`config.mk`:
```
export PLATFORM = sky130hd
export DESIGN_NAME = ph_frame_streamer
export DESIGN_NICKNAME = d
export VERILOG_FILES = /design/src/rtl/ph_frame_streamer.sv
export SDC_FILE = /design/constraint.sdc
export NUM_CORES = 1
export LEC_CHECK = 0
export CAP_MARGIN = 20
export CORE_MARGIN = 8
export CORE_UTILIZATION = 42
export DETAILED_ROUTE_END_ITERATION = 8
export PLACE_DENSITY = 0.72
export SLEW_MARGIN = 5
export SYNTH_ARGS = -nofsm -noshare
export SYNTH_HDL_FRONTEND = slang
export SYNTH_SLANG_ARGS = --single-unit
export TNS_END_PERCENT = 100
```
`constraint.sdc`:
```
create_clock -name clk -period 3.5 [get_ports clk]
set_clock_uncertainty 0.1 [all_clocks]
set_input_delay 0.35 -clock clk [delete_from_list [all_inputs] [get_ports clk]]
set_output_delay 0.35 -clock clk [all_outputs]
set_load 0.005 [all_outputs]
```
`src/rtl/ph_frame_streamer.sv`:
```
// Reads a filled PH ping-pong buffer over BRAM and streams it out as one AXI4-Stream frame.
// Define PH_STREAMER_BL_SUB_EN to subtract the baseline from the low half-word of every sample.
module ph_frame_streamer #(
    parameter int DATA_W     = 32,
    parameter int ADDR_W     = 8,
    parameter int FIFO_DEPTH = 2
) (
    input  logic              clk,
    input  logic              rst,
    input  logic              frame_done,
    input  logic              frame_buf,
    input  logic [ADDR_W:0]   frame_len,
    output logic              rd_en,
    output logic              rd_sel,
    output logic [ADDR_W-1:0] rd_addr,
    input  logic [DATA_W-1:0] rd_data,
    input  logic [DATA_W-1:0] bl_data,
    output logic [DATA_W-1:0] m_axis_tdata,
    output logic              m_axis_tvalid,
    output logic              m_axis_tlast,
    input  logic              m_axis_tready,
    output logic              buf_release,
    output logic              rel_buf,
    output logic              busy,
    output logic [15:0]       ovf_cnt
);

    typedef enum logic [1:0] {
        S_IDLE,
        S_STREAM,
        S_RELEASE
    } state_t;

    state_t            r_state;
    state_t            w_state_nxt;
    logic              r_sel;
    logic [ADDR_W:0]   r_len;
    logic [ADDR_W:0]   r_issued;
    logic              r_inflight;
    logic              r_infl_last;
    logic [DATA_W-1:0] r_fifo_data [2];
    logic [1:0]        r_fifo_last;
    logic              r_wp;
    logic              r_rp;
    logic [1:0]        r_cnt;
    logic              r_pend_v;
    logic              r_pend_buf;
    logic [ADDR_W:0]   r_pend_len;
    logic [15:0]       r_ovf;

    logic              w_pop;
    logic              w_rd_en;
    logic              w_rd_last;
    logic              w_start;
    logic              w_start_buf;
    logic [ADDR_W:0]   w_start_len;
    logic [2:0]        w_occ;
    logic [DATA_W-1:0] w_wdata;
    logic              w_unused_bl;

    // Occupancy counts the word leaving this cycle as gone, so reads keep
    // issuing back-to-back while the sink accepts every cycle.
    always_comb begin
        w_state_nxt = r_state;
        w_start     = 1'b0;
        w_start_buf = r_pend_v ? r_pend_buf : frame_buf;
        w_start_len = r_pend_v ? r_pend_len : frame_len;
        w_pop       = (r_cnt != 2'd0) && m_axis_tready;
        w_occ       = 3'(r_cnt) + 3'(r_inflight) - 3'(w_pop);
        w_rd_en     = 1'b0;
        w_rd_last   = (r_issued == r_len - (ADDR_W+1)'(1));
        unique case (r_state)
            S_IDLE: begin
                if (r_pend_v || frame_done) begin
                    w_start     = 1'b1;
                    w_state_nxt = (w_start_len == '0) ? S_RELEASE : S_STREAM;
                end
            end
            S_STREAM: begin
                w_rd_en = (r_issued < r_len) && (w_occ < 3'(FIFO_DEPTH));
                if (w_pop && r_fifo_last[r_rp]) begin
                    w_state_nxt = S_RELEASE;
                end
            end
            S_RELEASE: w_state_nxt = S_IDLE;
            default:   w_state_nxt = S_IDLE;
        endcase
    end

`ifdef PH_STREAMER_BL_SUB_EN
    always_comb begin
        w_wdata       = rd_data;
        w_wdata[15:0] = (rd_data[15:0] >= bl_data[15:0]) ?
                        (rd_data[15:0] - bl_data[15:0]) : 16'd0;
    end
    assign w_unused_bl = ^bl_data[DATA_W-1:16];
`else
    assign w_wdata     = rd_data;
    assign w_unused_bl = ^bl_data;
`endif

    always_ff @(posedge clk or posedge rst) begin
        if (rst) begin
            r_state <= S_IDLE;
        end else begin
            r_state <= w_state_nxt;
        end
    end

    always_ff @(posedge clk or posedge rst) begin
        if (rst) begin
            r_sel          <= 1'b0;
            r_len          <= '0;
            r_issued       <= '0;
            r_inflight     <= 1'b0;
            r_infl_last    <= 1'b0;
            r_fifo_data[0] <= '0;
            r_fifo_data[1] <= '0;
            r_fifo_last    <= '0;
            r_wp           <= 1'b0;
            r_rp           <= 1'b0;
            r_cnt          <= '0;
        end else begin
            if (w_start) begin
                r_sel    <= w_start_buf;
                r_len    <= w_start_len;
                r_issued <= '0;
            end else begin
                r_issued <= r_issued + (ADDR_W+1)'(w_rd_en);
            end
            r_inflight  <= w_rd_en;
            r_infl_last <= w_rd_en && w_rd_last;
            if (r_inflight) begin
                r_fifo_data[r_wp] <= w_wdata;
                r_fifo_last[r_wp] <= r_infl_last;
                r_wp              <= ~r_wp;
            end
            if (w_pop) begin
                r_rp <= ~r_rp;
            end
            r_cnt <= r_cnt + 2'(r_inflight) - 2'(w_pop);
        end
    end

    // In IDLE a waiting slot is always served first; a pulse arriving in
    // that same cycle refills the slot instead of being dropped.
    always_ff @(posedge clk or posedge rst) begin
        if (rst) begin
            r_pend_v   <= 1'b0;
            r_pend_buf <= 1'b0;
            r_pend_len <= '0;
            r_ovf      <= '0;
        end else if (r_state == S_IDLE) begin
            if (r_pend_v) begin
                if (frame_done) begin
                    r_pend_buf <= frame_buf;
                    r_pend_len <= frame_len;
                end else begin
                    r_pend_v <= 1'b0;
                end
            end
        end else if (frame_done) begin
            if (!r_pend_v) begin
                r_pend_v   <= 1'b1;
                r_pend_buf <= frame_buf;
                r_pend_len <= frame_len;
            end else if (r_ovf != 16'hFFFF) begin
                r_ovf <= r_ovf + 16'd1;
            end
        end
    end

    assign rd_en         = w_rd_en;
    assign rd_sel        = r_sel;
    assign rd_addr       = w_rd_en ? r_issued[ADDR_W-1:0] : '0;
    assign m_axis_tvalid = (r_cnt != 2'd0);
    assign m_axis_tdata  = r_fifo_data[r_rp];
    assign m_axis_tlast  = m_axis_tvalid && r_fifo_last[r_rp];
    assign buf_release   = (r_state == S_RELEASE);
    assign rel_buf       = buf_release && r_sel;
    assign busy          = (r_state != S_IDLE);
    assign ovf_cnt       = r_ovf;

endmodule

```
==> impl_metrics.env <==
export IMPL_number_of_cells_traversed_by_the_worst_register_to_register_path=22
export IMPL_end_kind="output port"
export IMPL_startpoint_type="register"
export IMPL_horiz_die_dim_um=133
export IMPL_worstHoldPathType="input port to async pin"
export IMPL_worstSkewPairLatency_ps=410
export IMPL_detailedRoute_firstIterationViolations=241
export IMPL_totalNegativeSetupSlack_ps=-2400
export IMPL_maximum_resistive_drop_on_vdd_mv=0.486
export IMPL_setup_repair_after_global_routing_missed_its_margin="true"
export IMPL_netlist_top_cells_count="sky130_fd_sc_hd__dfrtp_1, sky130_fd_sc_hd__mux2_2, sky130_fd_sc_hd__nor2_1"
export IMPL_antenna_left=0
export IMPL_layout_cells_non_filler=809
export IMPL_power_static_leakage_nw=3.52
export IMPL_worstReg2RegEnd="r_issued[6]$_DFF_PP0_"
export IMPL_post_synth_top_area_fraction_pct=51.8
export IMPL_synth_cell_type_count=47
export IMPL_postSynthAreaPerCell_um2=12.4
export IMPL_reg2reg_setup_slack_ps=-190
export IMPL_wirelength_routed_mm=13.0
export IMPL_maxSlewHeadroom_pct=31.5
export IMPL_synthesis_area_um2=5800
export IMPL_antenna_cells_inserted=0
export IMPL_grt_pass1_wl_mm=22.0
export IMPL_dpl_cell_count=750
export IMPL_h_tree_depth=4
export IMPL_cp_max_fo=5
export IMPL_routed_via_count=4053
export IMPL_asyncSetResetFlopFracSynth_pct=100
export IMPL_synth_fp_nets=562
export IMPL_worstSetupPathType="register to output port"
export IMPL_synth_top_flop_cell="sky130_fd_sc_hd__dfrtp_1"
export IMPL_ios=141
export IMPL_clk_path_buf_depth=2
export IMPL_maxSlewViolCount=0
export IMPL_tritoncts_num_buffers=17
export IMPL_cts_tree="done"
export IMPL_flow_area_growth_from_synthesis_pct=39.7
export IMPL_die_y_um=133
export IMPL_cap_viol_max_count=0
export IMPL_fraction_of_final_layout_cells_with_drive_strength_greater_than_1_pct=34.5
export IMPL_number_of_global_route_vias_before_repair=4315
export IMPL_layout_min_cycle_time_ps=3780
export IMPL_avgViaCountPerCell=5.01
export IMPL_max_clock_freq_mhz=265
export IMPL_clkSinkCount=120
export IMPL_dp_worst_setup_slack_ps=-535
export IMPL_syn_inst=468
export IMPL_layout_setup_ws_ps=-279
export IMPL_route_detailed_drc=0
export IMPL_yosys_top_cells_area="sky130_fd_sc_hd__dfrtp_1, sky130_fd_sc_hd__mux2_2, sky130_fd_sc_hd__ha_1"
export IMPL_setup_violations=15
export IMPL_design_die_area_um2=17800
export IMPL_port_buffer_count=108
export IMPL_r2r_start="r_cnt[1]$_DFF_PP0_"
export IMPL_synth_seq_cells=120
export IMPL_floorplan_rows=43
export IMPL_crit_required_ps=3050
export IMPL_initial_core_util_pct=42.4
export IMPL_hold_viol_final=0
export IMPL_grt_util_all_layers_pct=15.4
export IMPL_max_slew_worst_pin_slew_ps=1030
export IMPL_failing_checks="negative setup slack"
export IMPL_synth_edff_count=0
export IMPL_detailedPlacementHpwl_mm=8.86
export IMPL_cp_arrival_ps=3330
export IMPL_route_detailed_wl_per_inst_um=16.1
export IMPL_pwr_density_cell_nw_per_um2=1030
export IMPL_fin_nets=711
export IMPL_grt_ovfl_total=0
export IMPL_floorplan_core_area_um2=13700
export IMPL_status="complete, but fails checks"
export IMPL_number_of_antenna_violations_at_the_first_check_in_global_routing=0
export IMPL_clock_root_buffer="sky130_fd_sc_hd__clkbuf_16"
export IMPL_post_route_period_util_pct=108
export IMPL_grt_max_degree=67
export IMPL_drt_pass1_iterations=6
export IMPL_clock_slew_at_reported_path_ffs_ps=50
export IMPL_cts_hold_buffers_added=0
export IMPL_synth_seq_area_share_pct=51.8
export IMPL_finalWeightedCongestion=0.817
export IMPL_cell_accounting_for_the_most_synthesized_area="sky130_fd_sc_hd__dfrtp_1"
export IMPL_synth_most_common_cell="sky130_fd_sc_hd__dfrtp_1"
export IMPL_yosysWarnings=0
-- layer usage --
metal | GRT usage, % | wire length (um) | vias to the layer above
met2 | 24.0 | 6090 | 106
met1 | 19.7 | 6080 | 1983
li1 | - | - | 1945
met5 | 0 | 0 | -
met4 | 5.99 | 201 | 0
met3 | 4.48 | 670 | 19
-- flip-flops by register name, summed over array words and instances (netlist names), 2 cells and up --
register     count
r_fifo_last      2
r_fifo_data     64
ovf_cnt         16
r_pend_len       9
r_cnt            2
r_len            9
r_issued         9
r_state          2
-- kinds of logic (layout without fill, tap and decap cells) --
kind of cell             Yosys count  count (layout)  synth area share [%]
XOR/XNOR                          37              37                  5.72
AND/OR/NAND/NOR                  103             103                  9.09
adder cells (fa/ha/maj)           17              17                  3.76
AO/OA/AOI/OAI                     32              32                  3.95
flip-flops                       120             120                  51.8
buffers and inverters             39             200                  2.59
multiplexers                     120             120                  23.1
-- per-stage QoR --
stage	area, um2	utilization, %	hold slack, ps	power, mW
floorplan	5820	-	363	4.42
global placement	7170	52.5	381	5.74
detailed placement	7170	52.5	388	5.87
CTS	8050	58.9	330	8.24
global route	8100	59.3	374	8.88
finish	8100	59.3	318	8.30
-- area by class of cell --
| type | count | area, um2 |
|---|---|---|
| inverters | 19 | 75.1 |
| repair buffers | 150 | 1480 |
| well taps | 180 | 225 |
| clock buffers | 23 | 468 |
| fillers | 1100 | 5570 |
| clock inverters | 8 | 97.6 |
| flip-flops and latches | 120 | 3000 |
| multi-input cells | 309 | 2750 |
-- repair_timing --
action,4_1_cts,5_1_grt
pin swaps,12,8
endpoints found under the hold margin,0,0
buffers inserted,25,4
endpoints found under the setup margin,16,18
gates resized for setup,75,8
-- placed cells by master (no fill, tap or decap), types with 14 or more instances in the layout --
cell type                           n
sky130_fd_sc_hd__buf_4             23
sky130_fd_sc_hd__buf_6             23
sky130_fd_sc_hd__clkbuf_16         17
sky130_fd_sc_hd__clkdlybuf4s50_1   98
sky130_fd_sc_hd__dfrtp_1          120
sky130_fd_sc_hd__inv_1             14
sky130_fd_sc_hd__mux2_2           109
sky130_fd_sc_hd__nand2_1           14
sky130_fd_sc_hd__nor2_1            31
sky130_fd_sc_hd__xnor2_1           19
sky130_fd_sc_hd__xor2_1            15
-- how the worst max path moves through the flow --
stage | startpoint | end | slack, ps | cells after the start
5_1_grt | r_cnt[1]$_DFF_PP0_ | rd_addr[7] | -370 | 18
3_3_place_gp | m_axis_tready | rd_addr[0] | -460 | 13
3_5_place_dp | m_axis_tready | r_issued[6]$_DFF_PP0_ | -530 | 18
2_1_floorplan | r_cnt[1]$_DFF_PP0_ | r_issued[8]$_DFF_PP0_ | -20 | 18
4_1_cts | r_cnt[0]$_DFF_PP0_ | rd_addr[7] | -440 | 17
6_report | r_cnt[1]$_DFF_PP0_ | rd_addr[7] | -280 | 18
-- critical path, cell delays in order, from the launching register on --
cell and delay (ps):
sky130_fd_sc_hd__dfrtp_1 390, sky130_fd_sc_hd__nor2_2 140, sky130_fd_sc_hd__inv_2 60, sky130_fd_sc_hd__nand2_2 70, sky130_fd_sc_hd__inv_2 50, sky130_fd_sc_hd__ha_4 200
sky130_fd_sc_hd__inv_2 60, sky130_fd_sc_hd__ha_4 120, sky130_fd_sc_hd__inv_2 40, sky130_fd_sc_hd__fa_2 540, sky130_fd_sc_hd__nand2b_1 70, sky130_fd_sc_hd__a2111o_1 350
sky130_fd_sc_hd__a21o_1 210, sky130_fd_sc_hd__o31ai_4 80, sky130_fd_sc_hd__buf_12 150, sky130_fd_sc_hd__buf_8 100, sky130_fd_sc_hd__buf_6 90, sky130_fd_sc_hd__and2_4 130
sky130_fd_sc_hd__buf_6 90
-- report_power, final --
part,internal [mW],leakage (nW),switching (mW)
logic,2.66,1.81,1.50
registers,2.01,1.44,0.478
clock network,1.08,0.269,0.587
total,5.74,3.52,2.56
No activity file was read; power rests on OpenSTA's default activity.
